==> config.mk <==
export PLATFORM = sky130hd
export DESIGN_NAME = mc_ctrl
export DESIGN_NICKNAME = d
export VERILOG_FILES = /design/src/rtl/mc_ctrl.sv
export SDC_FILE = /design/constraint.sdc
export NUM_CORES = 1
export LEC_CHECK = 0
export ABC_AREA = 1
export ABC_CLOCK_PERIOD_IN_PS = 3900
export CELL_PAD_IN_SITES_DETAIL_PLACEMENT = 0
export CELL_PAD_IN_SITES_GLOBAL_PLACEMENT = 1
export CORE_AREA = 5 5 73 75
export DETAILED_ROUTE_END_ITERATION = 10
export DIE_AREA = 0 0 78 80
export GPL_TIMING_DRIVEN = 0
export PLACE_DENSITY = 0.73
export SKIP_CTS_REPAIR_TIMING = 1
export SLEW_MARGIN = 20
export SYNTH_ARGS = -nofsm -noshare
export SYNTH_HDL_FRONTEND = slang
export SYNTH_SLANG_ARGS = --single-unit
==> constraint.sdc <==
create_clock -name i_clock -period 3.9 [get_ports i_clock]
set_clock_uncertainty 0.15 [all_clocks]
set_input_delay 0.39 -clock i_clock [delete_from_list [all_inputs] [get_ports i_clock]]
set_output_delay 0.39 -clock i_clock [all_outputs]
set_load 0.005 [all_outputs]
==> src/rtl/mc_ctrl.sv <==
// Multicycle control FSM sequencing FETCH/DECODE/EXEC/MEM/WB beside op_aut, with memory-timeout trap.
// Optional retired-instruction counter (o_instr_count) is built only when CTRL_PERF_EN is defined.
//
//   state  | meaning
//   IDLE   | one cycle after reset release
//   FETCH  | instruction read, waits on mem_ready
//   DECODE | opcode classification, traps illegal/halt
//   EXEC   | ALU op; branches and jumps retire here
//   MEM    | data access for lw/sw, waits on mem_ready
//   WB     | register-file write, retires R/addi/lw
//   HALT   | absorbing until reset
module mc_ctrl #(
    parameter int OPW     = 6,
    parameter int FNW     = 6,
    parameter int MEM_TMO = 15,
    parameter int CNTW    = 16
) (
    input  logic           i_clock,
    input  logic           i_reset_n,
    input  logic [OPW-1:0] i_opcode,
    input  logic [FNW-1:0] i_funct,
    input  logic           i_zero,
    input  logic           i_mem_ready,
    output logic           o_mem_req,
    output logic           o_mem_we,
    output logic           o_ir_load,
    output logic           o_pc_load,
    output logic           o_write,
    output logic [FNW-1:0] o_alu_funct,
    output logic           o_rd_mux_s,
    output logic           o_op2_mux_s,
    output logic           o_branch_mux_s,
    output logic           o_j_mux_s,
    output logic           o_halted,
    output logic           o_fault
`ifdef CTRL_PERF_EN
    ,
    output logic [CNTW-1:0] o_instr_count
`endif
);

    typedef enum logic [2:0] {
        S_IDLE   = 3'd0,
        S_FETCH  = 3'd1,
        S_DECODE = 3'd2,
        S_EXEC   = 3'd3,
        S_MEM    = 3'd4,
        S_WB     = 3'd5,
        S_HALT   = 3'd6
    } state_t;

    localparam logic [OPW-1:0] OP_R    = OPW'(6'b000000);
    localparam logic [OPW-1:0] OP_ADDI = OPW'(6'b001000);
    localparam logic [OPW-1:0] OP_LW   = OPW'(6'b100011);
    localparam logic [OPW-1:0] OP_SW   = OPW'(6'b101011);
    localparam logic [OPW-1:0] OP_BEQ  = OPW'(6'b000100);
    localparam logic [OPW-1:0] OP_J    = OPW'(6'b000010);
    localparam logic [OPW-1:0] OP_HALT = OPW'(6'b111111);
    localparam logic [FNW-1:0] FN_ADD  = FNW'(6'b100000);
    localparam logic [FNW-1:0] FN_SUB  = FNW'(6'b100010);
    localparam logic [7:0]     TMO_LAST = 8'(MEM_TMO - 1);

    state_t     r_state;
    logic [7:0] r_wait_cnt;
    logic       r_halted;
    logic       r_fault;

    logic w_is_r, w_is_addi, w_is_lw, w_is_sw, w_is_beq, w_is_j, w_legal, w_tmo;

    assign w_is_r    = (i_opcode == OP_R);
    assign w_is_addi = (i_opcode == OP_ADDI);
    assign w_is_lw   = (i_opcode == OP_LW);
    assign w_is_sw   = (i_opcode == OP_SW);
    assign w_is_beq  = (i_opcode == OP_BEQ);
    assign w_is_j    = (i_opcode == OP_J);
    assign w_legal   = w_is_r | w_is_addi | w_is_lw | w_is_sw | w_is_beq | w_is_j;
    assign w_tmo     = (r_wait_cnt == TMO_LAST);

    always_ff @(posedge i_clock or negedge i_reset_n) begin
        if (!i_reset_n) begin
            r_state    <= S_IDLE;
            r_wait_cnt <= 8'd0;
            r_halted   <= 1'b0;
            r_fault    <= 1'b0;
        end else begin
            case (r_state)
                S_IDLE: r_state <= S_FETCH;
                S_FETCH, S_MEM: begin
                    if (i_mem_ready) begin
                        r_wait_cnt <= 8'd0;
                        if (r_state == S_FETCH)  r_state <= S_DECODE;
                        else if (w_is_lw)        r_state <= S_WB;
                        else                     r_state <= S_FETCH;
                    end else if (w_tmo) begin
                        // The MEM_TMO-th consecutive miss traps; a ready on that cycle wins above.
                        r_wait_cnt <= 8'd0;
                        r_state    <= S_HALT;
                        r_halted   <= 1'b1;
                        r_fault    <= 1'b1;
                    end else begin
                        r_wait_cnt <= r_wait_cnt + 8'd1;
                    end
                end
                S_DECODE: begin
                    if (w_legal) begin
                        r_state <= S_EXEC;
                    end else begin
                        r_state  <= S_HALT;
                        r_halted <= 1'b1;
                        if (i_opcode != OP_HALT) r_fault <= 1'b1;
                    end
                end
                S_EXEC: begin
                    if (w_is_r || w_is_addi)     r_state <= S_WB;
                    else if (w_is_lw || w_is_sw) r_state <= S_MEM;
                    else                         r_state <= S_FETCH;
                end
                S_WB:   r_state <= S_FETCH;
                S_HALT: r_state <= S_HALT;
                default: r_state <= S_IDLE;
            endcase
        end
    end

    always_comb begin
        o_mem_req      = 1'b0;
        o_mem_we       = 1'b0;
        o_ir_load      = 1'b0;
        o_pc_load      = 1'b0;
        o_write        = 1'b0;
        o_alu_funct    = '0;
        o_rd_mux_s     = 1'b0;
        o_op2_mux_s    = 1'b0;
        o_branch_mux_s = 1'b0;
        o_j_mux_s      = 1'b0;
        case (r_state)
            S_FETCH: begin
                o_mem_req = 1'b1;
                o_ir_load = i_mem_ready;
            end
            S_EXEC: begin
                if (w_is_r) begin
                    o_alu_funct = i_funct;
                end else if (w_is_addi || w_is_lw || w_is_sw) begin
                    o_alu_funct = FN_ADD;
                    o_op2_mux_s = 1'b1;
                end else if (w_is_beq) begin
                    o_alu_funct    = FN_SUB;
                    o_pc_load      = 1'b1;
                    o_branch_mux_s = i_zero;
                end else if (w_is_j) begin
                    o_pc_load = 1'b1;
                    o_j_mux_s = 1'b1;
                end
            end
            S_MEM: begin
                o_mem_req   = 1'b1;
                o_op2_mux_s = 1'b1;
                o_alu_funct = FN_ADD;
                o_mem_we    = w_is_sw;
                o_pc_load   = w_is_sw & i_mem_ready;
            end
            S_WB: begin
                o_write     = 1'b1;
                o_rd_mux_s  = w_is_r;
                o_op2_mux_s = w_is_addi | w_is_lw;
                o_alu_funct = w_is_r ? i_funct : FN_ADD;
                o_pc_load   = 1'b1;
            end
            default: ;
        endcase
    end

    assign o_halted = r_halted;
    assign o_fault  = r_fault;

`ifdef CTRL_PERF_EN
    logic [CNTW-1:0] r_instr_count;

    always_ff @(posedge i_clock or negedge i_reset_n) begin
        if (!i_reset_n)     r_instr_count <= '0;
        else if (o_pc_load) r_instr_count <= r_instr_count + 1'b1;
    end

    assign o_instr_count = r_instr_count;
`endif

endmodule

== After elaboration in Yosys (flattened, before gate mapping) ==
Index checks and enable logic that the tools add are counted.

* Flip-flop bits (word level): 13
* Bits of input ports: 16
* Output and inout bits: 17
* Word-level logic and storage cells: 84

* Add/sub/neg operators: 1
* Eq/ne operators: 18
* Muxes and demuxes: 43
* Bitwise operators: 7
* Reductions and logical operators: 11

{| class="wikitable"
|+ Operators with widths
! operator !! number
|-
| two-way mux 1 bit || 24
|-
| two-way mux 6 bit || 4
|-
| two-way mux 3 bit || 7
|-
| one-hot mux 6 bit (3 select lines) || 1
|-
| two-way mux 8 bit || 2
|-
| one-hot mux 3 bit (5 select lines) || 1
|-
| equality test 6 bit, second input constant || 2
|-
| equality test 3 bit, second input constant || 3
|-
| adder 8 x 1 -> 8 bit, second input constant || 1
|-
| equality test 8 x 4 -> 1 bit, second input constant || 1
|-
| equality test 3 x 2 -> 1 bit, second input constant || 2
|-
| equality test 6 x 2 -> 1 bit, second input constant || 1
|-
| equality test 6 x 3 -> 1 bit, second input constant || 1
|-
| equality test 6 x 4 -> 1 bit, second input constant || 1
|-
| logical NOT 6 bit || 1
|-
| != test 2 bit, second input constant || 3
|-
| != test 6 bit, second input constant || 1
|-
| OR 1 bit || 6
|-
| one-hot mux 1 bit (3 select lines) || 2
|-
| AND reduction 5 bit || 1
|-
| logical OR 1 bit || 4
|-
| one-hot mux 1 bit (2 select lines) || 2
|-
| AND reduction 4 bit || 1
|-
| OR reduction 2 bit || 2
|-
| other kinds (6) || 6
|}

== Logic depth before layout (Yosys ltp) ==
* Depth after elaboration: 8
* Depth in mapped cells: 12

== Least setup slack after synthesis ==
No wires, ideal clock.

* Path kind: input-to-output
* From: input i_opcode[4]
* To: output o_alu_funct[1]
* Arrival: 1.175 ns
* Path slack: 2.185 ns
* Cell stages on the path: 6
* Path buffers: 0
* Cells stage by stage: nor2_1 and2_1 nand2_2 nor2_1 a31oi_1 nor2_1

* Longest elaborated chain between the ends: 6

{| class="wikitable"
|+ RTL lines
! item !! RTL line !! text
|-
| start, declared || 20 || <nowiki>input logic [OPW-1:0] i_opcode,</nowiki>
|-
| equality test 6 x 4 -> 1 bit / equality test 6 bit (equally long branches) || 71, 72 ||
|-
| logical OR 1 bit (2 in series) || 144 || <nowiki>end else if (w_is_addi || w_is_lw || w_is_sw) begin</nowiki>
|-
| two-way mux 6 bit || 144 ||
|-
| two-way mux 6 bit || 142 || <nowiki>if (w_is_r) begin</nowiki>
|-
| one-hot mux 6 bit (3 select lines) * || 136 || <nowiki>case (r_state)</nowiki>
|-
| end, declared || 29 || <nowiki>output logic [FNW-1:0] o_alu_funct,</nowiki>
|}

Every way passes the cells marked *; elsewhere a longest branch is shown, timed or not.

== Final worst setup path ==
* From: input i_opcode[5]
* To: output o_alu_funct[1]

Same word-level chain as after synthesis.

==> impl_metrics.py <==
metrics = {
    "run_status": {
        "status": "completed",
    },
    "layout": {
        "nets": 208,
        "utilization_pct": 33.6,
        "area_delta_synth_final_pct": 39.0,
        "drive_gt1_share_pct": 14.3,
        "diodes": 0,
    },
    "floorplanning": {
        "die_h_um": 80,
        "start_util_pct": 24.2,
        "die_w_um": 78,
        "coreArea_um2": 4600,
        "fp-row-count": 25,
        "dieArea_um2": 6240,
        "io-pin-count": 33,
    },
    "worst_setup_path": {
        "cp_cell_sequence": "clkdlybuf4s50_1 -> nor2_1 -> and2_1 -> nand2_2 -> nor2_1 -> a31oi_1 -> nor2_1 -> clkdlybuf4s50_1",
        "arrival_ns": 2.28,
        "critical_path_required_ns": 3.36,
        "cpPeakStageDelay_ns": 0.51,
        "cp_common_cell": "nor2_1",
        "criticalPathCategory": "input pin to output port",
        "cp_max_fo": 8,
        "cp-start-kind": "input pin",
        "rr_worst_depth": 7,
        "end_kind": "output port",
        "critPathSlowestCell": "clkdlybuf4s50_1",
    },
    "sta": {
        "finalSetupTns_ns": 0,
        "fin_crit_ns": 2.82,
        "slew_violations": 0,
        "hold_violations": 0,
        "min_period_over_period_pct": 72.3,
        "slew_headroom_pct": 59.4,
        "tightest_slew_ns": 0.607,
        "finalSetupViolations": 0,
        "rsz0062_at_grt": "false",
        "fin_ws_ns": 1.08,
        "fmax_mhz": 355,
    },
    "global_routing": {
        "grt_pass1_vias": 1157,
        "grtUsageTotal_pct": 10.2,
        "grt-ovfl-total": 0,
        "grt_pass1_wl_um": 5240,
        "grt_max_degree": 14,
        "grt_antenna_before_repair": 0,
    },
    "job": {
        "cap_violations": 0,
    },
    "placed_design": {
        "dp_hpwl_um": 2310,
        "place_ws_ns": 1.10,
        "gp_congestion": 0.773,
        "io_buffers": 32,
    },
    "yosys": {
        "synthMuxAreaShare_pct": 0,
        "synth_nets": 171,
        "seq_area_frac_synth_pct": 29.3,
        "synth_top_family_by_area": "simple AND/OR/NAND/NOR gates",
        "synth-compound-area-share_pct": 16.7,
        "yosys_warnings": 0,
        "synth.distinct_cells": 28,
        "synth_fa_ha_area_share_pct": 2.25,
        "synth_seq_cells": 13,
        "syn_area_um2": 1110,
        "avgSynthCellArea_um2": 7.26,
        "synth_area_leader_cell": "dfrtp_1",
        "netlist_instances": 153,
        "yosys.area_share.simple_pct": 39.9,
        "ys_top_cells_by_area": "dfrtp_1, nand2_1, nand3_1, inv_1, nor2_1",
        "synth_xor_area_share_pct": 3.15,
        "synthDominantCellAreaShare_pct": 29.3,
    },
    "power": {
        "swShare_pct": 45.3,
        "power_frac_seq_pct": 25.6,
        "p_int_mw": 0.421,
        "cellPowerDensity_nw_per_um2": 498,
        "ir_drop_mv": 0.120,
        "clockPowerShare_pct": 15.5,
        "power_frac_comb_pct": 58.9,
        "p_leak_nw": 0.673,
        "total_power_mw": 0.770,
        "netSwitchingPower_mw": 0.349,
    },
    "clock_tree": {
        "cts_root_buf": "clkbuf_8",
        "clock_sinks": 13,
        "cts_made_buffers": 3,
        "cts_tree": "yes",
        "cts_buffer_depth": 2,
        "insertion_delay_ns": 0.24,
        "cts.clk_slew.worst_paths_ns": 0.05,
        "h-tree-depth": 1,
    },
    "route": {
        "antenna_left": 0,
        "wl_um": 2910,
        "drtPass1Iterations": 4,
        "wire_per_inst_um": 12.0,
        "drc_errors": 0,
        "dr.first_iter.drc_count": 40,
        "via_per_inst": 4.58,
        "via_count": 1113,
    },
    "worst_hold_path": {
        "hold_depth": 2,
        "min_path_type": "register to register",
    },
}
-- power groups by stage --
stage / Clock [mW] / Combinational [mW] / Sequential [mW]
finish: 0.119 / 0.453 / 0.197
detailed placement: 0 / 0.462 / 0.199
global placement: 0 / 0.460 / 0.199
global route: 0.132 / 0.513 / 0.203
floorplan: 0 / 0.327 / 0.193
CTS: 0.124 / 0.463 / 0.197
-- cells by family after synthesis --
| logic type | Yosys count |
|---|---|
| adders and majority gates | 2 |
| xor gates and xnor gates | 4 |
| DFF | 13 |
| buffers and inverters | 24 |
| AOI/OAI and AO/OA | 22 |
| and+or+nand+nor | 88 |
-- synth_stat cells --
cell type,instances
o21ai_0,5
inv_2,2
xor2_1,3
nor2_2,1
nor2_1,18
a31oi_1,1
nand3_1,17
o21ai_1,3
nor3_4,1
and2_1,1
nand2_4,2
o21ai_2,4
nor3_1,2
nand2_2,3
inv_1,21
nand4_1,4
xnor2_1,1
nor3b_1,2
buf_6,1
ha_1,2
o21bai_4,1
dfrtp_1,13
nor2_4,2
a21oi_1,2
nand2_1,34
o22ai_2,5
o211ai_2,1
nand2_8,1
-- cell usage in the layout (no fill, tap or decap), types with 2 or more instances in the layout --
cell,Yosys,final
nor2_4,2,2
o21ai_2,4,4
xor2_1,3,3
a21oi_1,2,2
nand2_2,3,3
inv_1,21,21
nand4_1,4,4
clkbuf_8,0,3
nand2_1,34,34
clkdlybuf4s50_1,0,32
o21ai_0,5,5
nand3_1,17,17
nor3_1,2,2
o21ai_1,3,3
nor2_1,18,18
nor3b_1,2,2
inv_2,2,2
o22ai_2,5,5
ha_1,2,2
nand2_4,2,2
dfrtp_1,13,13
-- cell type report --
cell class	instances	area (um^2)
tap	54	67.6
sequential	13	325
inverter	23	86.3
multi-input combinational	116	688
timing repair buffer	32	320
buffer	1	11.3
clock buffer	4	45.0
fill	482	3050
-- path summary, 6_finish.rpt --
| check | startpoint | end | slack (ns) |
|---|---|---|---|
| worst max-delay path | i_opcode[5] | o_alu_funct[1] | 1.08 |
| worst min-delay path | o_halted$_DFFE_PN0P_ | o_halted$_DFFE_PN0P_ | 0.31 |
| worst max register to register | r_state[0]$_DFFE_PN0P_ | r_state[2]$_DFFE_PN0P_ | 2.31 |
| worst min register to register | o_halted$_DFFE_PN0P_ | o_halted$_DFFE_PN0P_ | 0.31 |
| max in group asynchronous | i_reset_n | o_fault$_DFFE_PN0P_ | 2.83 |
| min in group asynchronous | i_reset_n | r_wait_cnt[6]$_DFFE_PN0P_ | 0.38 |
-- state kept, by name, summed over array words and instances, names as in the netlist --
name and count:
o_fault 1, o_halted 1, r_state 3, r_wait_cnt 8
-- routing by layer --
metal  share of wire [%]  vias to the layer above  track usage [%]
li1                    -                      571                -
met1                  45                      512             12.6
met2                  47                       26             17.0
met3                 6.6                        4             2.82
met4                 1.3                        0             3.04
met5                   0                        -                0
-- stage by stage --
step,hold slack (ns),instances,area [um^2]
floorplan,-0.0556,153,1110
global placement,0.301,239,1500
detailed placement,0.304,239,1500
CTS,0.322,243,1540
global route,0.354,243,1540
finish,0.313,243,1540
-- worst max-delay path: cells and delay by family --
kind | cells | cell delay [ns]
buf+inv | 2 | 0.98
compound gates | 1 | 0.07
simple gates | 5 | 0.83
No activity file was read; power rests on OpenSTA's default activity.
